## src/rtl/pipe_ctrl_pkg.sv

```systemverilog
// Shared types and defaults for the pipeline controller: FSM state encoding,
// default geometry and a stage-range helper used to build stall/flush masks.
package pipe_ctrl_pkg;

    typedef enum logic [1:0] {
        RUN    = 2'd0,
        DRAIN  = 2'd1,
        HALTED = 2'd2
    } state_e;

    localparam logic [1:0] ST_RUN    = RUN;
    localparam logic [1:0] ST_DRAIN  = DRAIN;
    localparam logic [1:0] ST_HALTED = HALTED;

    localparam int DEF_NUM_STAGES   = 5;
    localparam int DEF_HAZARD_STAGE = 1;
    localparam int DEF_EXEC_STAGE   = 2;
    localparam int DEF_CNT_W        = 32;

    function automatic bit in_range(input int idx, input int lo, input int hi);
        return (idx >= lo) && (idx <= hi);
    endfunction

endpackage

```

## src/rtl/pipeline_controller_perf_counter.sv

```systemverilog
// Clearable event counter; wraps modulo 2^CNT_W when WRAP is set, otherwise
// saturates at all ones. Clear has priority over a same-cycle increment.
module perf_counter #(
    parameter int CNT_W = 32,
    parameter bit WRAP  = 1'b1
) (
    input  logic             clk_i,
    input  logic             rst_i,
    input  logic             inc_i,
    input  logic             clr_i,
    output logic [CNT_W-1:0] count_o
);

    localparam logic [CNT_W-1:0] ONE = CNT_W'(1);

    logic [CNT_W-1:0] count_q;
    logic [CNT_W-1:0] count_d;

    always_comb begin
        count_d = count_q;
        if (clr_i) begin
            count_d = '0;
        end else if (inc_i) begin
            if (WRAP || (count_q != '1)) begin
                count_d = count_q + ONE;
            end
        end
    end

    always_ff @(posedge clk_i or posedge rst_i) begin
        if (rst_i) begin
            count_q <= '0;
        end else begin
            count_q <= count_d;
        end
    end

    assign count_o = count_q;

endmodule

```

## src/rtl/pipeline_controller.sv

```systemverilog
// Pipeline hazard/flush controller with a RUN/DRAIN/HALTED debug FSM and four
// performance counters.
module pipeline_controller
    import pipe_ctrl_pkg::*;
#(
    parameter int NUM_STAGES   = DEF_NUM_STAGES,
    parameter int HAZARD_STAGE = DEF_HAZARD_STAGE,
    parameter int EXEC_STAGE   = DEF_EXEC_STAGE,
    parameter int CNT_W        = DEF_CNT_W
) (
    input  logic                  clk_i,
    input  logic                  reset_i,
    input  logic                  halt_i,
    input  logic                  resume_i,
    input  logic                  dataHazard_i,
    input  logic                  busy_i,
    input  logic                  correctPC_i,
    input  logic [NUM_STAGES-1:0] stageValid_i,
    input  logic                  retire_i,
    input  logic                  clear_i,
    output logic [NUM_STAGES-1:0] stall_o,
    output logic [NUM_STAGES-1:0] flush_o,
    output logic [1:0]            state_o,
    output logic                  halted_o,
    output logic [CNT_W-1:0]      cycleCnt_o,
    output logic [CNT_W-1:0]      stallCnt_o,
    output logic [CNT_W-1:0]      flushCnt_o,
    output logic [CNT_W-1:0]      retireCnt_o
);

    logic [NUM_STAGES-1:0] busy_stall_mask;
    logic [NUM_STAGES-1:0] cpc_flush_mask;
    logic [NUM_STAGES-1:0] haz_stall_mask;
    logic [NUM_STAGES-1:0] haz_flush_mask;
    logic [NUM_STAGES-1:0] drain_flush_mask;
    logic [NUM_STAGES-1:0] tail_mask;

    genvar gi;
    generate
        for (gi = 0; gi < NUM_STAGES; gi++) begin : g_masks
            assign busy_stall_mask[gi]  = in_range(gi, 0, EXEC_STAGE);
            assign cpc_flush_mask[gi]   = in_range(gi, 1, EXEC_STAGE);
            assign haz_stall_mask[gi]   = in_range(gi, 0, HAZARD_STAGE);
            assign haz_flush_mask[gi]   = (gi == HAZARD_STAGE + 1);
            assign drain_flush_mask[gi] = (gi == EXEC_STAGE + 1);
            assign tail_mask[gi]        = in_range(gi, EXEC_STAGE + 1, NUM_STAGES - 1);
        end
    endgenerate

    logic [1:0] state_q;
    logic [1:0] state_d;
    logic       halted_q;
    logic       halted_d;
    logic       tail_busy;

    // Anything still live beyond EXEC_STAGE must retire before we can halt.
    assign tail_busy = |(stageValid_i & tail_mask);

    always_comb begin
        state_d = state_q;
        case (state_q)
            ST_RUN: begin
                if (halt_i) begin
                    state_d = ST_DRAIN;
                end
            end
            ST_DRAIN: begin
                if (!tail_busy) begin
                    state_d = ST_HALTED;
                end
            end
            ST_HALTED: begin
                if (resume_i) begin
                    state_d = ST_RUN;
                end
            end
            default: state_d = ST_RUN;
        endcase
        halted_d = (state_d == ST_HALTED);
    end

    always_ff @(posedge clk_i or posedge reset_i) begin
        if (reset_i) begin
            state_q  <= ST_RUN;
            halted_q <= 1'b0;
        end else begin
            state_q  <= state_d;
            halted_q <= halted_d;
        end
    end

    logic [NUM_STAGES-1:0] stall_raw;
    logic [NUM_STAGES-1:0] flush_raw;

    always_comb begin
        stall_raw = '0;
        flush_raw = '0;
        case (state_q)
            ST_RUN: begin
                if (busy_i) begin
                    stall_raw = busy_stall_mask;
                end else if (correctPC_i) begin
                    flush_raw = cpc_flush_mask;
                end else if (dataHazard_i) begin
                    stall_raw = haz_stall_mask;
                    flush_raw = haz_flush_mask;
                end
            end
            ST_DRAIN: begin
                // Freeze the front end and bubble the stage after EXEC so the tail empties.
                stall_raw = busy_stall_mask;
                flush_raw = drain_flush_mask;
            end
            ST_HALTED: begin
                stall_raw = '1;
            end
            default: begin
                stall_raw = '0;
                flush_raw = '0;
            end
        endcase
    end

    assign stall_o  = reset_i ? '0 : stall_raw;
    assign flush_o  = reset_i ? '1 : flush_raw;
    assign state_o  = state_q;
    assign halted_o = halted_q;

    logic             in_run;
    logic [3:0]       cnt_inc;
    logic [CNT_W-1:0] cnt_val [4];

    assign in_run     = (state_q == ST_RUN);
    assign cnt_inc[0] = (state_q != ST_HALTED);
    assign cnt_inc[1] = in_run && stall_raw[0];
    assign cnt_inc[2] = in_run && correctPC_i && !busy_i;
    assign cnt_inc[3] = retire_i;

    generate
        for (gi = 0; gi < 4; gi++) begin : g_counters
            perf_counter #(
                .CNT_W (CNT_W),
                .WRAP  (1'b1)
            ) u_cnt (
                .clk_i   (clk_i),
                .rst_i   (reset_i),
                .inc_i   (cnt_inc[gi]),
                .clr_i   (clear_i),
                .count_o (cnt_val[gi])
            );
        end
    endgenerate

    assign cycleCnt_o  = cnt_val[0];
    assign stallCnt_o  = cnt_val[1];
    assign flushCnt_o  = cnt_val[2];
    assign retireCnt_o = cnt_val[3];

endmodule

```

## config.mk

```make
export PLATFORM = sky130hd
export DESIGN_NAME = pipeline_controller
export DESIGN_NICKNAME = d
export VERILOG_FILES = /design/src/rtl/pipe_ctrl_pkg.sv /design/src/rtl/pipeline_controller_perf_counter.sv /design/src/rtl/pipeline_controller.sv
export SDC_FILE = /design/constraint.sdc
export NUM_CORES = 1
export LEC_CHECK = 0
export CORE_UTILIZATION = 50
export DETAILED_ROUTE_END_ITERATION = 12
export PLACE_DENSITY = 0.89
export RECOVER_POWER = 25
export SKIP_CTS_REPAIR_TIMING = 1
export SYNTH_ARGS = -nofsm -noshare
export SYNTH_HDL_FRONTEND = slang
export SYNTH_SLANG_ARGS = --single-unit
```

## constraint.sdc

```tcl
create_clock -name clk_i -period 6.03 [get_ports clk_i]
set_input_delay 0.603 -clock clk_i [delete_from_list [all_inputs] [get_ports clk_i]]
set_output_delay 0.603 -clock clk_i [all_outputs]
set_load 0.05 [all_outputs]
```

==> results of run 1 <==
==> cells in the final DEF, fill, tap and decap left out, types with 2 or more instances in the layout <==
| master | count |
|---|---|
| a211oi_1 | 4 |
| a21oi_1 | 15 |
| a31o_2 | 2 |
| and2_1 | 9 |
| and3_1 | 13 |
| and4_1 | 9 |
| buf_4 | 4 |
| bufinv_16 | 4 |
| clkbuf_16 | 17 |
| clkbuf_8 | 2 |
| clkdlybuf4s50_1 | 149 |
| clkinv_2 | 4 |
| clkinv_4 | 2 |
| clkinvlp_4 | 2 |
| dfrtp_1 | 131 |
| ha_1 | 8 |
| inv_1 | 12 |
| mux2i_1 | 3 |
| nand2_1 | 43 |
| nand2b_1 | 2 |
| nand3_1 | 45 |
| nand4_1 | 56 |
| nand4b_1 | 2 |
| nor2_1 | 142 |
| nor2b_1 | 6 |
| nor3_1 | 16 |
| nor3_2 | 2 |
| nor4_1 | 6 |
| nor4_2 | 4 |
| o21ai_0 | 8 |
| or2_2 | 3 |
| or3_1 | 9 |
| or4_4 | 2 |
| xnor2_1 | 29 |
| xor2_1 | 86 |
==> power breakdown <==
group	leakage, nW	switching (mW)	internal [mW]	total [mW]
Clock	0.309	0.388	0.713	1.10
Sequential	1.82	0.0339	0.904	0.938
Combinational	1.53	0.300	0.141	0.440
==> routing by layer <==
metal  vias to the layer above  global-route usage, %  share of wire (%)  routed length (um)
li1                       2707                      -                  -                   -
met1                      2838                   29.7                 42                6900
met2                       196                   40.8                 50                8100
met3                        27                   6.73                6.3                1020
met4                         0                   9.38                1.5                 240
met5                         -                      0                  0                   0
==> worst max-delay path, delay by kind of cell <==
kind | cells | cell delay, ns
and+or+nand+nor | 1 | 0.14
buffers and inverters | 3 | 1.93
AOI/OAI and AO/OA | 1 | 0.24
==> flip-flops by register name (all words and copies together), names as in the netlist <==
register	flops
g_counters.u_cnt.count_o	128
state_o	2
halted_o	1
==> stage by stage <==
stage                     total power, mW  setup slack, ns  cell area [um^2]  utilization, %  hold WS [ns]
after floorplan                      1.27            0.134              6730               -         0.782
after global placement               1.40             2.51              8370            63.5         0.534
after detailed placement             1.40             2.49              8370            63.5         0.533
after CTS                            2.50             2.49              9010            68.3         0.553
after global routing                 2.58             2.23              8990            68.1         0.580
final                                2.48             2.49              8990            68.1         0.555
==> worst min-delay path by stage <==
stage / startpoint / to / slack, ns / cells after the start
6_report: g_counters[0].u_cnt.count_o[31] / g_counters[0].u_cnt.count_o[31] / 0.55 / 2
5_1_grt: g_counters[1].u_cnt.count_o[31] / g_counters[1].u_cnt.count_o[31] / 0.58 / 2
4_1_cts: g_counters[0].u_cnt.count_o[31] / g_counters[0].u_cnt.count_o[31] / 0.55 / 2
3_5_place_dp: g_counters[0].u_cnt.count_o[31] / g_counters[0].u_cnt.count_o[31] / 0.53 / 2
3_3_place_gp: g_counters[0].u_cnt.count_o[31] / g_counters[0].u_cnt.count_o[31] / 0.53 / 2
2_1_floorplan: g_counters[2].u_cnt.count_o[1] / g_counters[2].u_cnt.count_o[1] / 0.78 / 2
==> area by class of cell <==
type,count,area (um^2)
Fill cell,993,4200
Inverter,13,51.3
Tap cell,176,220
Clock inverter,13,181
Sequential cell,131,3280
Timing Repair Buffer,155,1540
Clock buffer,19,453
Multi-Input combinational cell,533,3270
==> logic make-up (layout without fill, tap and decap cells) <==
kind of cell             Yosys count  after routing
multiplexers                       3              3
XOR/XNOR                         115            115
flip-flops                       131            131
AND/OR/NAND/NOR                  376            376
adder cells (fa/ha/maj)            8              8
AO/OA/AOI/OAI                     31             31
buffers and inverters             39            200
==> out/qor.csv, run 1 <==
stage;metric;value;unit
run_status;run status;finished with violations;
run_status;failing checks;max-capacitance violations, max-slew violations;
finish;fin nets;873;
logic_synthesis;area of the mapped netlist;6730;um^2
grt;Overflow after GRT;0;
routing;DR vias;5768;
sta;max-slew violations;72;
sta;Final Critical Period;3.54;ns
routing;ANT nets after route;0;
sta;relative slew slack;-102;%
worst_setup_path;RR Endpoint;g_counters[1].u_cnt.count_o[31];
sta;final hold violation count;0;
grt;global-route wire length before repair;27100;um
routing;DR pass1 iterations;5;
worst_setup_path;maximum fanout along the worst path;59;
job;# Max-Cap Violations;1;
placed_design;Post-DP HPWL;10800;um
cts;CTS root buf;clkbuf_16;
floorplan;std cell rows;42;
logic_synthesis;multiplexer share of the synthesized area;0.446;%
logic_synthesis;top-area cell type share of the netlist area;48.7;%
finish;Finished Layout Cells;1040;
routing;vias per std cell;5.55;
cts;CTS tree;done;
logic_synthesis;YS warnings;0;
cts;H-tree Lvls;4;
worst_setup_path;Crit. End Element;output pin;
routing;initial DRC count;330;
grt;largest net degree at the start of global routing;75;
placed_design;gpl congestion;0.815;
worst_setup_path;CP Launch Type;input port;
finish;share of layout cells above drive strength 1;6.25;%
logic_synthesis;largest family of logic cells by synthesized area;simple AND/OR/NAND/NOR gates;
sta;setup violators final;0;
logic_synthesis;Post-Syn Nets;725;
power_and_ir_drop;Max VDD drop;206;uV
logic_synthesis;Synth top cells by count;nor2_1, dfrtp_1, xor2_1;
worst_setup_path;Critical Path Max Stage Delay;0.69;ns
worst_setup_path;Crit-path slowest cell;clkdlybuf4s50_1;
worst_setup_path;critical path type;in -> out;
placed_design;placed cells;1008;
floorplan;io pins;155;
logic_synthesis;number of distinct library cells after synthesis;42;
logic_synthesis;simple-gate share of the synthesized area;28.9;%
worst_setup_path;worst r2r src;state_o[0];
floorplan;Die H;118;um
logic_synthesis;sequential share of the synthesized area;48.7;%
worst_setup_path;Reg2Reg Setup Slack;3.23;ns
power_and_ir_drop;static leakage;3.66;nW
placed_design;IO buf count;151;
grt;initial antenna violation count;0;
grt;vias in the first global route;5592;
logic_synthesis;Synth Register Bits;131;
cts;Max Buffers Root-to-Sink;2;
routing;wire length per cell;15.6;um
worst_setup_path;Critical Path End;flush_o[2];
worst_setup_path;reg2reg path depth;7;
logic_synthesis;Mean Syn Cell Area;9.58;um^2
cts;Num CTS Buffers;17;
grt;GRT Total Usage;24.3;%
worst_setup_path;CP Launch Point;reset_i;
floorplan;Initial Util;51.1;%
logic_synthesis;Synth Area in Compound Gates;2.94;%
cts;Clk Latency, worst-skew pair;0.42;ns
floorplan;Die W;118;um
finish;Ant. Diodes;0;
routing;DRC violations left;0;
worst_setup_path;WP data arrival;2.93;ns
worst_setup_path;Worst EP required;5.43;ns
sta;period utilization;58.7;%
logic_synthesis;fraction of registers with async set/reset;100;%
logic_synthesis;ranking of synthesized cells by area;dfrtp_1, xor2_1, nor2_1;
floorplan;total die area;13900;um^2
hold_path;Hold Crit Class;reg -> reg;
logic_synthesis;Synth Flop Type;dfrtp_1;
sta;Slew @ Worst Pin;3.04;ns
logic_synthesis;Cells after Synth;703;
sta;total negative setup slack;0;ns
logic_synthesis;Post-synth EDFFs;0;
logic_synthesis;Yosys top cell by area;dfrtp_1;
sta;Setup Skew;0.00814;ns
cts;CTS Sinks;131;
logic_synthesis;Synth Area in Adders;1.49;%
floorplan;Core Area;13200;um^2
sta;unrepaired setup endpoints after global routing;no;
cts;clock-pin transition on the worst setup and hold timing paths;0.06;ns
power_and_ir_drop;Power Density;276;nW/um^2
routing;total wire length;16300;um
worst_setup_path;worst-path cell chain;dlygate4sd3_1 -> inv_4 -> nand2_1 -> a31o_2 -> clkdlybuf4s50_1;
finish;area grow syn2layout;33.5;%
logic_synthesis;Synth Area in XOR/XNOR;15.0;%
sta;FMAX;283;MHz
logic_synthesis;most numerous cell in the Yosys netlist;nor2_1;
Note: power is estimated with default switching activity, not from simulation.
==> inputs of run 2 (changes only) <==
Clock period 6.03 ns to 3.6 ns, I/O delays scaled along.
==> run 2 against run 1 <==
  * Sequential power grew 67%
  * Critical endpoint is now stall_o[1]
  * Critical path depth unchanged
  * Clock-buffer cell count up 4
  * Largest cell class is now multi-input combinational cells
  * Final area rose by 0.56%
  * Sequential share of layout area shrank 0.20 points
  * Combinational power rose by 72%
  * The run still ends with max-capacitance violations, max-slew violations left
  * Via count shrank 0.31%
  * Critical path type is now reg -> out
  * Core utilization grew 0.38 points
  * Wire length rose by 1.3%
  * Clock power rose by 71%
==> out/qor.csv, run 2 (same netlist as run 1, synthesis figures left out) <==
stage;metric;value;unit
run_status;run status;finished with violations;
run_status;failing checks;max-capacitance violations, max-slew violations;
grt;largest net degree at the start of global routing;87;
routing;wire length per cell;15.8;um
worst_setup_path;maximum fanout along the worst path;10;
worst_setup_path;CP Launch Point;state_o[0];
sta;max-slew violations;79;
sta;relative slew slack;-5.64;%
power_and_ir_drop;Max VDD drop;278;uV
sta;Final Critical Period;2.98;ns
grt;initial antenna violation count;0;
floorplan;Core Area;13200;um^2
sta;FMAX;335;MHz
finish;fin nets;875;
cts;Num CTS Buffers;17;
finish;commonest non-fill, non-tap cell in the layout;nor2_1;
worst_setup_path;Crit-path slowest cell;clkdlybuf4s50_1;
floorplan;Initial Util;51.1;%
routing;ANT nets after route;0;
sta;Slew @ Worst Pin;1.58;ns
sta;final hold violation count;0;
routing;DRC violations left;0;
placed_design;Post-DP HPWL;11200;um
floorplan;Die H;118;um
grt;GRT Total Usage;24.7;%
cts;H-tree Lvls;4;
floorplan;io pins;155;
floorplan;Die W;118;um
worst_setup_path;Critical Path Max Stage Delay;0.84;ns
routing;initial DRC count;382;
power_and_ir_drop;total power;4.21;mW
worst_setup_path;RR Endpoint;g_counters[1].u_cnt.count_o[23];
cts;Clk Latency, worst-skew pair;0.41;ns
sta;setup violators final;0;
worst_setup_path;CP Launch Type;register;
placed_design;IO buf count;151;
finish;most frequent cells in the layout;nor2_1, clkdlybuf4s50_1, dfrtp_1, xor2_1, nand4_1;
finish;Multi-input gate area;3290;um^2
finish;max FFs per register;128;
cts;CTS Sinks;131;
grt;Overflow after GRT;0;
finish;storage element area;3280;um^2
floorplan;total die area;13900;um^2
worst_setup_path;WP data arrival;2.62;ns
finish;fin util;68.5;%
placed_design;gpl congestion;0.832;
routing;total wire length;16500;um
sta;hold_ws;0.545;ns
cts;CTS tree;done;
sta;Setup Skew;0.00541;ns
cts;CTS root buf;clkbuf_16;
floorplan;std cell rows;42;
worst_setup_path;Reg2Reg Setup Slack;0.86;ns
worst_setup_path;worst-path cell chain;inv_1 -> ha_1 -> a21oi_1 -> nor3_1 -> clkdlybuf4s50_1;
sta;period utilization;82.9;%
finish;share of layout cells above drive strength 1;6.24;%
worst_setup_path;worst r2r src;state_o[0];
power_and_ir_drop;Power Density;466;nW/um^2
cts;Max Buffers Root-to-Sink;2;
grt;global-route wire length before repair;27400;um
finish;# fillers;997;
job;# Max-Cap Violations;1;
power_and_ir_drop;static leakage;3.76;nW
grt;vias in the first global route;5599;
routing;vias per std cell;5.52;
hold_path;min-delay src;g_counters[0].u_cnt.count_o[31];
worst_setup_path;critical path type;reg -> out;
hold_path;WHS Path Cells;2;
finish;area grow syn2layout;34.2;%
finish;Ant. Diodes;0;
sta;unrepaired setup endpoints after global routing;no;
routing;DR vias;5750;
routing;DR pass1 iterations;5;
worst_setup_path;Crit. End Element;output pin;
hold_path;Hold Crit Class;reg -> reg;
worst_setup_path;Worst EP required;3.24;ns
worst_setup_path;reg2reg path depth;7;
cts;clock-pin transition on the worst setup and hold timing paths;0.06;ns
hold_path;Min-Delay Endpoint;g_counters[0].u_cnt.count_o[31];
run 2: worst max-delay path by stage:
| stage | to | slack (ns) | cells after the start |
|---|---|---|---|
| finish | stall_o[1] | 0.62 | 5 |
| global route | stall_o[0] | 0.45 | 5 |
| floorplan | flush_o[2] | -0.29 | 3 |
| global placement | stall_o[1] | 0.85 | 6 |
| CTS | stall_o[1] | 0.59 | 5 |
| detailed placement | stall_o[1] | 0.85 | 6 |
run 2: stage by stage:
stage	instance area (um^2)	cells	worst slack, ns	setup TNS [ns]
6_report	9040	1042	0.616	0
5_1_grt	9040	1042	0.446	0
4_1_cts	9050	1042	0.588	0
3_5_place_dp	8400	1010	0.847	0
3_3_place_gp	8400	1010	0.849	0
2_1_floorplan	6750	703	-0.286	-0.288
run 2: where the power goes:
part           internal, mW  switching [mW]
Sequential             1.51          0.0600
Clock                  1.28           0.603
Combinational         0.239           0.516
run 2: area by class of cell:
type                       instances  area share [%]
clock inverter                     9            1.94
multi-input combinational        533            36.4
timing repair buffer             157            17.1
tap                              176            2.44
clock buffer                      23            5.29
sequential                       131            36.3
inverter                          13           0.581
run 2: critical path: cells and delay by family, from the launching register on:
kind | cells | cell delay, ns
compound gates | 1 | 0.13
fa+ha+maj | 1 | 0.49
flops | 1 | 0.43
buf+inv | 2 | 0.95
simple gates | 1 | 0.20
run 2: metal layers:
layer	GRT usage [%]	wire length, um
met5	0	0
met4	9.78	283
met3	6.25	910
met2	40.4	8190
met1	31.2	7070
==> inputs of run 3 (changes only) <==
Clock period 3.6 ns to 3 ns, I/O delays scaled along.
==> run 3 against run 2 <==
  * Total power rose by 14%
  * Core utilization fell by 0.40 points
  * Clock skew rose by 0.0022 ns
  * Final area fell by 0.58%
  * The flow still finishes with violations (max-capacitance violations, max-slew violations)
  * Flip-flop and latch count did not move
==> out/qor.csv, run 3 (same netlist as run 1, synthesis figures left out) <==
stage;metric;value;unit
worst_setup_path;critical path type;reg -> out;
sta;Setup Skew;0.00757;ns
placed_design;gpl congestion;0.823;
sta;setup violators final;0;
finish;share of layout cells above drive strength 1;6.71;%
hold_path;WHS Path Cells;2;
worst_setup_path;WP data arrival;2.53;ns
floorplan;io pins;155;
routing;total wire length;16100;um
finish;fin area;8990;um^2
cts;CTS tree;done;
hold_path;Hold Crit Class;reg -> reg;
floorplan;total die area;13900;um^2
grt;largest net degree at the start of global routing;132;
power_and_ir_drop;Max VDD drop;361;uV
floorplan;std cell rows;42;
power_and_ir_drop;total power;4.79;mW
cts;CTS root buf;clkbuf_16;
cts;CTS Sinks;131;
sta;fin worst setup slack;0.171;ns
grt;Overflow after GRT;0;
finish;fin util;68.1;%
placed_design;Post-DP HPWL;10900;um
finish;max FFs per register;128;
cts;Clk Latency, worst-skew pair;0.42;ns
placed_design;Post-DP Area;8450;um^2
cts;Max Buffers Root-to-Sink;2;
cts;H-tree Lvls;4;
grt;vias in the first global route;5495;
cts;clock-pin transition on the worst setup and hold timing paths;0.05;ns
sta;unrepaired setup endpoints after global routing;no;
placed_design;IO buf count;151;
power_and_ir_drop;static leakage;3.75;nW
sta;Final Critical Period;2.83;ns
worst_setup_path;reg2reg path depth;8;
routing;DRC violations left;0;
sta;total negative setup slack;0;ns
sta;period utilization;94.3;%
floorplan;Die H;118;um
sta;max-slew violations;132;
grt;GRT Total Usage;24.3;%
run_status;failing checks;max-capacitance violations, max-slew violations;
floorplan;Initial Util;51.1;%
grt;initial antenna violation count;0;
finish;Ant. Diodes;0;
routing;vias per std cell;5.45;
sta;Slew @ Worst Pin;1.78;ns
finish;most frequent cells in the layout;clkdlybuf4s50_1, nor2_1, dfrtp_1, xor2_1, nand4_1;
floorplan;Die W;118;um
sta;FMAX;353;MHz
sta;final hold violation count;0;
routing;DR pass1 iterations;5;
routing;initial DRC count;401;
routing;DR vias;5673;
sta;hold_ws;0.543;ns
power_and_ir_drop;Power Density;533;nW/um^2
job;# Max-Cap Violations;1;
cts;Num CTS Buffers;17;
worst_setup_path;CP Launch Type;register;
finish;Finished Layout Cells;1041;
worst_setup_path;Reg2Reg Setup Slack;0.40;ns
worst_setup_path;Crit. End Element;output pin;
floorplan;Core Area;13200;um^2
finish;area grow syn2layout;33.4;%
sta;relative slew slack;-18.8;%
finish;commonest non-fill, non-tap cell in the layout;clkdlybuf4s50_1;
grt;global-route wire length before repair;27100;um
finish;fin nets;877;
run_status;run status;finished with violations;
placed_design;placed cells;1012;
worst_setup_path;Worst EP required;2.70;ns
routing;ANT nets after route;0;
placed_design;DP Worst Slack;0.479;ns
worst_setup_path;maximum fanout along the worst path;9;
routing;wire length per cell;15.5;um
run 3: worst paths after layout:
kind,from,endpoint
setup reg to reg,state_o[0],g_counters[2].u_cnt.count_o[31]
hold reg to reg,g_counters[3].u_cnt.count_o[31],g_counters[3].u_cnt.count_o[31]
max in group asynchronous,reset_i,g_counters[1].u_cnt.count_o[22]
min in group asynchronous,reset_i,g_counters[1].u_cnt.count_o[31]
hold / removal,g_counters[3].u_cnt.count_o[31],g_counters[3].u_cnt.count_o[31]
setup / recovery,state_o[0],stall_o[4]
run 3: metal layers:
metal	routed length (um)	vias to the layer above	share of wire [%]	GRT usage (%)
met2	7760	175	48	38.1
met5	0	-	0	0
met4	349	0	2.2	10.6
li1	-	2727	-	-
met3	939	32	5.8	6.20
met1	7030	2739	44	31.8
run 3: critical path, stage by stage (launching register included):
cell             delay [ns]
dfrtp_1                0.43
inv_1                  0.10
ha_1                   0.38
nor2b_1                0.35
clkdlybuf4s50_1        0.86
run 3: area by class of cell:
| cell class | instances | area, um^2 |
|---|---|---|
| clock inverter | 6 | 80.1 |
| fill | 1020 | 4200 |
| sequential | 131 | 3280 |
| inverter | 13 | 52.6 |
| timing repair buffer | 159 | 1580 |
| clock buffer | 23 | 478 |
| multi-input combinational | 533 | 3290 |
| tap | 176 | 220 |
run 3: power by group:
part,internal [mW],switching (mW)
registers,1.82,0.0712
clock network,1.27,0.710
logic,0.303,0.620
